File: config.mk
export PLATFORM = sky130hd
export DESIGN_NAME = mem_wait_responder_flat
export DESIGN_NICKNAME = d
export VERILOG_FILES = /design/src/rtl/mem_wait_responder_if.sv /design/src/rtl/mem_wait_responder.sv /design/src/flat_wrapper.sv
export SDC_FILE = /design/constraint.sdc
export NUM_CORES = 2
export LEC_CHECK = 0
export ABC_AREA = 1
export CAP_MARGIN = 20
export CELL_PAD_IN_SITES_DETAIL_PLACEMENT = 0
export CELL_PAD_IN_SITES_GLOBAL_PLACEMENT = 2
export CORE_UTILIZATION = 39
export CTS_BUF_LIST = sky130_fd_sc_hd__clkbuf_16
export CTS_CLUSTER_SIZE = 14
export DETAILED_ROUTE_END_ITERATION = 10
export PLACE_DENSITY_LB_ADDON = 0.05
export SYNTH_ARGS = -nofsm -noshare
export SYNTH_HDL_FRONTEND = slang
export SYNTH_SLANG_ARGS = --single-unit
File: constraint.sdc
create_clock -name clk -period 3.06 [get_ports clk]
set_clock_uncertainty 0.1 [all_clocks]
set_input_delay 0.612 -clock clk [delete_from_list [all_inputs] [get_ports clk]]
set_output_delay 0.612 -clock clk [all_outputs]
set_load 0.1 [all_outputs]
File: src/rtl/mem_wait_responder_if.sv
// Bus between a processor and the wait-state memory responder.
// Handshake: the master raises memread and/or memwrite with dataadr and
// writedata for one or more cycles. The responder samples them only while
// idle. Once it accepts a request, the inputs are ignored until the
// response completes. ready is a single-cycle strobe that ends the access.
// readdata and err are meaningful only in that ready cycle.
interface mem_wait_responder_if;
    logic        memread;
    logic        memwrite;
    logic [31:0] dataadr;
    logic [31:0] writedata;
    logic [31:0] readdata;
    logic        ready;
    logic        err;
    logic        done;
    logic [15:0] wrcount;

    modport master (
        output memread, memwrite, dataadr, writedata,
        input  readdata, ready, err, done, wrcount
    );

    modport slave (
        input  memread, memwrite, dataadr, writedata,
        output readdata, ready, err, done, wrcount
    );
endinterface

File: src/rtl/mem_wait_responder.sv
// Word-addressed memory responder with a fixed number of wait states per
// access. It flags misaligned, out-of-range and ambiguous requests. It keeps
// a saturating count of committed writes and a sticky completion flag that
// is set by one magic write.
module mem_wait_responder #(
    parameter int unsigned MEMWORDS    = 64,
    parameter int unsigned WAIT_STATES = 2,
    parameter logic [31:0] DONE_ADR    = 32'd84,
    parameter logic [31:0] DONE_DATA   = 32'd7
) (
    input  logic                  clk,
    input  logic                  reset,
    mem_wait_responder_if.slave   bus,
    output logic [1:0]            dbg_state_o
);
    localparam int unsigned AW        = $clog2(MEMWORDS);
    localparam logic [31:0] LIMIT     = 32'(4 * MEMWORDS);
    localparam logic [3:0]  WAIT_INIT = 4'(WAIT_STATES);

    typedef enum logic [1:0] {
        IDLE = 2'd0,
        WAIT = 2'd1,
        RESP = 2'd2
    } state_t;

    state_t         state_q, state_d;
    logic [3:0]     cnt_q, cnt_d;
    logic [31:0]    adr_q, adr_d;
    logic [31:0]    wdata_q, wdata_d;
    logic           wr_q, wr_d;
    logic           err_q, err_d;
    logic           done_q;
    logic [15:0]    wrcount_q;
    logic [31:0]    mem_q [MEMWORDS];

    logic           req;
    logic           req_err;
    logic           commit;
    logic [AW-1:0]  idx;

    assign req     = bus.memread | bus.memwrite;
    // Errors are decided from the request as it is accepted, then held.
    assign req_err = (bus.dataadr[1:0] != 2'b00) || (bus.dataadr >= LIMIT) ||
                     (bus.memread && bus.memwrite);
    assign idx     = adr_q[AW+1:2];
    // A write commits at the edge that ends RESP, and only if it was legal.
    assign commit  = (state_q == RESP) && wr_q && !err_q;

    // State, wait counter and latched request registers.
    always_ff @(posedge clk or posedge reset) begin
        if (reset) begin
            state_q <= IDLE;
            cnt_q   <= 4'd0;
            adr_q   <= 32'd0;
            wdata_q <= 32'd0;
            wr_q    <= 1'b0;
            err_q   <= 1'b0;
        end else begin
            state_q <= state_d;
            cnt_q   <= cnt_d;
            adr_q   <= adr_d;
            wdata_q <= wdata_d;
            wr_q    <= wr_d;
            err_q   <= err_d;
        end
    end

    // Next state: accept only in IDLE, count down the wait states, then respond once.
    always_comb begin
        state_d = state_q;
        cnt_d   = cnt_q;
        adr_d   = adr_q;
        wdata_d = wdata_q;
        wr_d    = wr_q;
        err_d   = err_q;
        case (state_q)
            IDLE: begin
                if (req) begin
                    adr_d   = bus.dataadr;
                    wdata_d = bus.writedata;
                    wr_d    = bus.memwrite;
                    err_d   = req_err;
                    if (WAIT_STATES == 0) begin
                        state_d = RESP;
                        cnt_d   = 4'd0;
                    end else begin
                        state_d = WAIT;
                        cnt_d   = WAIT_INIT;
                    end
                end
            end
            WAIT: begin
                if (cnt_q == 4'd1) begin
                    state_d = RESP;
                    cnt_d   = 4'd0;
                end else begin
                    cnt_d = cnt_q - 4'd1;
                end
            end
            RESP: begin
                state_d = IDLE;
            end
            default: begin
                state_d = IDLE;
                cnt_d   = 4'd0;
            end
        endcase
    end

    // Completion flag and saturating write counter track committed writes.
    always_ff @(posedge clk or posedge reset) begin
        if (reset) begin
            done_q    <= 1'b0;
            wrcount_q <= 16'd0;
        end else if (commit) begin
            if (wrcount_q != 16'hFFFF) begin
                wrcount_q <= wrcount_q + 16'd1;
            end
            if ((adr_q == DONE_ADR) && (wdata_q == DONE_DATA)) begin
                done_q <= 1'b1;
            end
        end
    end

    // Memory array keeps its contents through reset; an aborted access never reaches RESP.
    always_ff @(posedge clk) begin
        if (commit) begin
            mem_q[idx] <= wdata_q;
        end
    end

    // Response outputs: ready/err only in RESP, read data only for a legal read.
    always_comb begin
        bus.ready    = (state_q == RESP);
        bus.err      = (state_q == RESP) && err_q;
        bus.readdata = 32'd0;
        if ((state_q == RESP) && !wr_q && !err_q) begin
            bus.readdata = mem_q[idx];
        end
    end

    assign bus.done    = done_q;
    assign bus.wrcount = wrcount_q;
    assign dbg_state_o = state_q;
endmodule

File: src/flat_wrapper.sv
// flat-port wrapper written by rule: the top's interface ports become plain ports
module mem_wait_responder_flat 
#(
    parameter int unsigned MEMWORDS    = 64,
    parameter int unsigned WAIT_STATES = 2,
    parameter logic [31:0] DONE_ADR    = 32'd84,
    parameter logic [31:0] DONE_DATA   = 32'd7
)
  (clk, reset, dbg_state_o, bus_memread, bus_memwrite, bus_dataadr, bus_writedata, bus_readdata, bus_ready, bus_err, bus_done, bus_wrcount);
  mem_wait_responder_if bus_i ();
  input  logic clk;
  input  logic reset;
  output logic [1:0] dbg_state_o;
  input wire logic [$bits(bus_i.memread)-1:0] bus_memread;
  input wire logic [$bits(bus_i.memwrite)-1:0] bus_memwrite;
  input wire logic [$bits(bus_i.dataadr)-1:0] bus_dataadr;
  input wire logic [$bits(bus_i.writedata)-1:0] bus_writedata;
  output wire logic [$bits(bus_i.readdata)-1:0] bus_readdata;
  output wire logic [$bits(bus_i.ready)-1:0] bus_ready;
  output wire logic [$bits(bus_i.err)-1:0] bus_err;
  output wire logic [$bits(bus_i.done)-1:0] bus_done;
  output wire logic [$bits(bus_i.wrcount)-1:0] bus_wrcount;
  assign bus_i.memread = bus_memread;
  assign bus_i.memwrite = bus_memwrite;
  assign bus_i.dataadr = bus_dataadr;
  assign bus_i.writedata = bus_writedata;
  assign bus_readdata = bus_i.readdata;
  assign bus_ready = bus_i.ready;
  assign bus_err = bus_i.err;
  assign bus_done = bus_i.done;
  assign bus_wrcount = bus_i.wrcount;
  mem_wait_responder #(.MEMWORDS(MEMWORDS), .WAIT_STATES(WAIT_STATES), .DONE_ADR(DONE_ADR), .DONE_DATA(DONE_DATA)) u_core (.clk(clk), .reset(reset), .bus(bus_i), .dbg_state_o(dbg_state_o));
endmodule
# == Word level (Yosys, flattened, before mapping) ==
# Memory sizes are Yosys's and may differ from the RTL's.
# Cells that the tools add are included.
# word_totals
word_cells,49
ff_bits,89
out_inout_bits,53
ram_bits,2048
in_bits,68
mem_count,1
# memory_table
name,words,word_bits,read_ports,rd_ports_with_merged_regs,write_ports,line,text
u_core.mem_q,64,32,1,0,1,mem_wait_responder.sv:34,logic [31:0] mem_q [MEMWORDS];
# classes
n_lt_le_gt_ge,1
addsub,2
n_eq_ne,8
n_bitwise,2
reduce_logical,18
mux,9
# ops
op,n
"== test 32 x 3 -> 1 bit, second input constant",1
"== test 32 x 7 -> 1 bit, second input constant",1
"greater-or-equal comparator 32 x 9 -> 1 bit, second input constant",1
two-way mux 32 bit,1
"adder 16 x 1 -> 16 bit, second input constant",1
"inequality test 16 bit, second input constant",1
case mux 4 bit (3 select lines),1
AND reduction 2 bit,5
two-way mux 4 bit,2
logical AND 1 bit,7
"== test 4 x 1 -> 1 bit, second input constant",1
two-way mux 2 bit,2
"inequality test 2 x 1 -> 1 bit, second input constant",2
case mux 2 bit (2 select lines),1
"subtractor 4 x 1 -> 4 bit, second input constant",1
"== test 2 x 1 -> 1 bit, second input constant",1
"== test 2 bit, second input constant",1
logical NOT 1 bit,2
logical NOT 2 bit,1
logical OR 1 bit,2
two-way mux 1 bit,2
nonzero test 2 bit,1
inverter 1 bit,1
OR 1 bit,1

# == Depth between registers and ports, before layout ==
# logic_depth
ltp_word,5
mapped_depth,12
ltp_nobuf,11

# == Worst setup path before layout ==
# OpenSTA, ideal clock, no wires.
# synth_path
kind,reg2out
startpoint,"register u_core.state_q[1], in the netlist u_core.dbg_state_o[1]"
endpoint,output bus_readdata[10]
setup_slack_ns,-2.158
stages_incl_launch_ff,6
arrival_time_ns,4.506
path_buffers,1
t_required_ns,2.348
cell_sequence,dfrtp_1 > inv_1 > nor2_1 > nand3_1 > clkbuf_1 > a21oi_1
# synth_via
elab_chain_len,4
# synth_lines
item,line,text
"start, declared",mem_wait_responder.sv:26,"state_t state_q, state_d;"
"start signal, assigned",mem_wait_responder.sv:59,state_q <= state_d;
== test 2 bit,n/a,
named net bus_ready,flat_wrapper.sv:19,output wire logic [$bits(bus_i.ready)-1:0] bus_ready;
logical AND 1 bit (2 in a row),mem_wait_responder.sv:137,if ((state_q == RESP) && !wr_q && !err_q) begin
two-way mux 32 bit,mem_wait_responder.sv:137,
"end, declared",flat_wrapper.sv:18,output wire logic [$bits(bus_i.readdata)-1:0] bus_readdata;
# The timed path passes the listed nets, and every way through them passes these cells.

# == Final worst setup path ==
# layout_path
startpoint,register u_core.adr_q[2]
endpoint,output bus_readdata[14]
# layout_via
elab_chain_len,2
# layout_lines
item,line,text
"start, declared",mem_wait_responder.sv:28,"logic [31:0] adr_q, adr_d;"
"start signal, assigned",mem_wait_responder.sv:61,adr_q <= adr_d;
memory read (64 x 32 bit),n/a,
two-way mux 32 bit,mem_wait_responder.sv:137,
# Every way passes these cells.

==> results by group <==
Outcome
  – Status: finished with violations
  – Violated checks: negative setup slack

Yosys
  – Yosys reg bits: 2137
  – Register area share after synthesis: 72.4%
  – YS warnings: 0
  – Post-Synthesis Cells: 7534
  – Syn avg cell area: 11.7 µm²
  – Post-Syn Area: 88100 µm²
  – Post-synthesis net count: approximately 7600
  – Primary FF master, synth: edfxtp_1
  – Number of synthesized flops with an enable pin: 2048
  – FFs w/ async S/R, synth: 4.16%
  – Synth cell types: 29

Setup path
  – Worst endpoint required time: 2350 ps
  – CP startpoint kind: register
  – CP Max Fanout: 21
  – Crit Path Category: register to output port
  – Worst R2R Path Depth: 7
  – WP data arrival: 3380 ps
  – Crit. End Element: output port

Placed design
  – Placed insts: 10900
  – Port-buffer cells: between 100 and 150
  – Placed Area: 99400 µm²
  – RePlAce Congestion: 0.795
  – Post-DP HPWL: approximately 170 mm

Pwr
  – Total power: roughly 100 mW
  – LEAKAGE: 42.5 nW
  – Power per standard cell area: 934 nW/µm²
  – Peak supply drop: 0.719 mV

Clock network
  – Root buffer cell: clkbuf_16
  – Cts bufs inserted: 232
  – CTS max path bufs: 3
  – Hold buffers post-CTS: 0
  – Clock sink total: 2137
  – Worst-path clk slew: approximately 60 ps
  – Worst-skew pair later-pin latency: approximately 860 ps
  – H-Tree Level Count: 4
  – CTS tree: yes

Die
  – Core area: 225000 µm²
  – Starting Density: between 30% and 40%
  – Die H: 477 µm
  – Die area: 228000 µm²
  – Ports: 121
  – Die X: 477 µm
  – Row count: around 170

Cells and area
  – Ratio of cells with drive above 1 in the final layout: roughly 21%
  – Final non-filler cell total: approximately 11000
  – Commonest cells after routing, fill and taps aside: edfxtp_1, nand2_1, inv_1
  – Commonest non-fill, non-tap cell in the layout: edfxtp_1
  – Final Instance Area: 109000 µm²
  – Nets@finish: 8232
  – Area growth syn-to-layout: 23.6%
  – Fillers: between 20000 and 25000

GRT
  – Number of antenna violations at the first check in global routing: 14
  – First-pass GRT wire length: about 410 mm
  – Largest net degree at the start of global routing: 78
  – Total gr overflow: 0
  – Vias in the first global route: 55600
  – Total track usage: 25.1%

Drt
  – DRT antenna net count: 0
  – Met3 Wirelength: 16.1 mm
  – Drc violations: 0
  – DR iter-0 viols: 4704
  – DR vias: 57300
  – Vias per Instance: 5.05
  – Wire length per cell: 25.6 µm
  – Max layer used: met4
  – Drt pass-1 iters: 8
  – Met2 WL: 139 mm
  – Met1 wire length: 129 mm
  – Drt total wl: 291 mm

Timing
  – Final period util: 134%
  – Worst Tran Pin Value: 1050 ps
  – Headroom to the max-slew limit: between 30% and 40%
  – Final-report hold violation count: 0
  – Final Max Tran Viols: 0
  – Setup slack after layout: -1030 ps
  – Min cycle time layout: roughly 4000 ps
  – RSZ-0062 raised after global routing: yes
  – Setup violations, final: 32
  – Max frequency: approximately 240 MHz

Worst hold path
  – Hold Crit Class: input pin to async pin

Job
  – Max_cap viols: 0
## where the power goes
| group | internal [mW] | switching, mW | total, mW |
|---|---|---|---|
| logic | 13.0 | 24.9 | 37.9 |
| clock network | 15.0 | 11.6 | 26.7 |
| registers | 36.6 | 0.586 | 37.1 |
| total | 64.6 | 37.1 | 102 |
## cell usage after synthesis, types with 4 or more instances
| library cell | n | area share, % |
|---|---|---|
| o211ai_1 | 350 | 3.0 |
| edfxtp_1 | 2048 | 70 |
| nor2_1 | 611 | 2.6 |
| clkbuf_1 | 136 | 0.58 |
| or2_2 | 384 | 2.7 |
| o21ai_0 | 363 | 2.1 |
| inv_1 | 935 | 4.0 |
| buf_4 | 10 | 0.085 |
| a21oi_1 | 35 | 0.20 |
| o21ai_1 | 125 | 0.71 |
| nor3_1 | 15 | 0.085 |
| nand3_1 | 460 | 2.6 |
| xnor2_1 | 4 | 0.040 |
| dfrtp_1 | 89 | 2.5 |
| xor2_1 | 8 | 0.080 |
| buf_1 | 20 | 0.085 |
| nand4_1 | 43 | 0.31 |
| nor4_1 | 12 | 0.085 |
| buf_2 | 216 | 1.2 |
| nand2_1 | 1658 | 7.1 |
## routing by layer
layer  vias to the layer above  track usage [%]
met5                         -                0
met4                         0             6.43
met3                       359             3.91
met2                      1391             41.3
met1                     28700             34.8
li1                      26800                -
## worst max-delay path, stage by stage (launching register included)
cell and delay, ps:
dfrtp_4 560, buf_12 190, buf_12 170, buf_4 200, or2_2 300, nand3_1 70, nand4_1 130, nand2_1 90
nand2_1 100, nor2_1 150, buf_6 170, a21oi_4 110, buf_12 220
## logic make-up after synthesis
family | Yosys count | share of synthesized area (%)
AOI/OAI and AO/OA | 875 | 5.98
xor gates and xnor gates | 12 | 0.119
adders and majority gates | 3 | 0.0426
buffers and inverters | 1320 | 5.98
DFF | 2137 | 72.4
and+or+nand+nor | 3187 | 15.5
## worst paths after layout
kind | start | end | slack (ps)
max in group asynchronous | reset | u_core.bus.wrcount[2] | 2140
worst max-delay path | u_core.adr_q[2] | bus_readdata[14] | -1030
min in group clk | bus_writedata[12] | u_core.wdata_q[12] | 190
worst min-delay path | reset | u_core.dbg_state_o[0] | 40
worst min register to register | u_core.adr_q[0] | u_core.adr_q[0] | 390
worst max register to register | u_core.adr_q[6] | u_core.mem_q[49][20] | 250
## cell type report
| type | count | area (µm²) | area share [%] |
|---|---|---|---|
| diodes | 7 | 17.5 | 0.0161 |
| clock buffers | 235 | 5880 | 5.40 |
| clock inverters | 195 | 1280 | 1.18 |
| inverters | 938 | 3540 | 3.25 |
| multi-input cells | 4077 | 21100 | 19.4 |
| flip-flops and latches | 2137 | 63800 | 58.6 |
| well taps | 2992 | 3740 | 3.44 |
| repair buffers | 774 | 9560 | 8.78 |
| repair inverters | 1 | 16.3 | 0.0149 |
## timing repair
item                       CTS  global route
cloned                      14            13
setup endpoints to repair   32            32
buffers inserted            14             7
pin swaps                   52            96
resized for setup          278           190
hold endpoints to repair     0             0
## metrics by stage
| stage | hold WS (ps) | setup slack [ps] | util [%] | TNS [ps] |
|---|---|---|---|---|
| floorplan | 349 | -352 | - | -479370 |
| global placement | 366 | -611 | 44.2 | -8340 |
| detailed placement | 374 | -608 | 44.2 | -8270 |
| CTS | 10.6 | -1090 | 48.0 | -32220 |
| global route | 8.94 | -1160 | 48.5 | -34360 |
| finish | 38.7 | -1030 | 48.5 | -30210 |
## flip-flops by register name, indices dropped and copies added (netlist names)
signal,count
u_core.cnt_q,4
u_core.wdata_q,32
u_core.mem_q,2048
u_core.wr_q,1
u_core.bus.done,1
u_core.err_q,1
u_core.bus.wrcount,16
u_core.dbg_state_o,2
u_core.adr_q,32
Note: power is estimated with default switching activity, not from simulation.
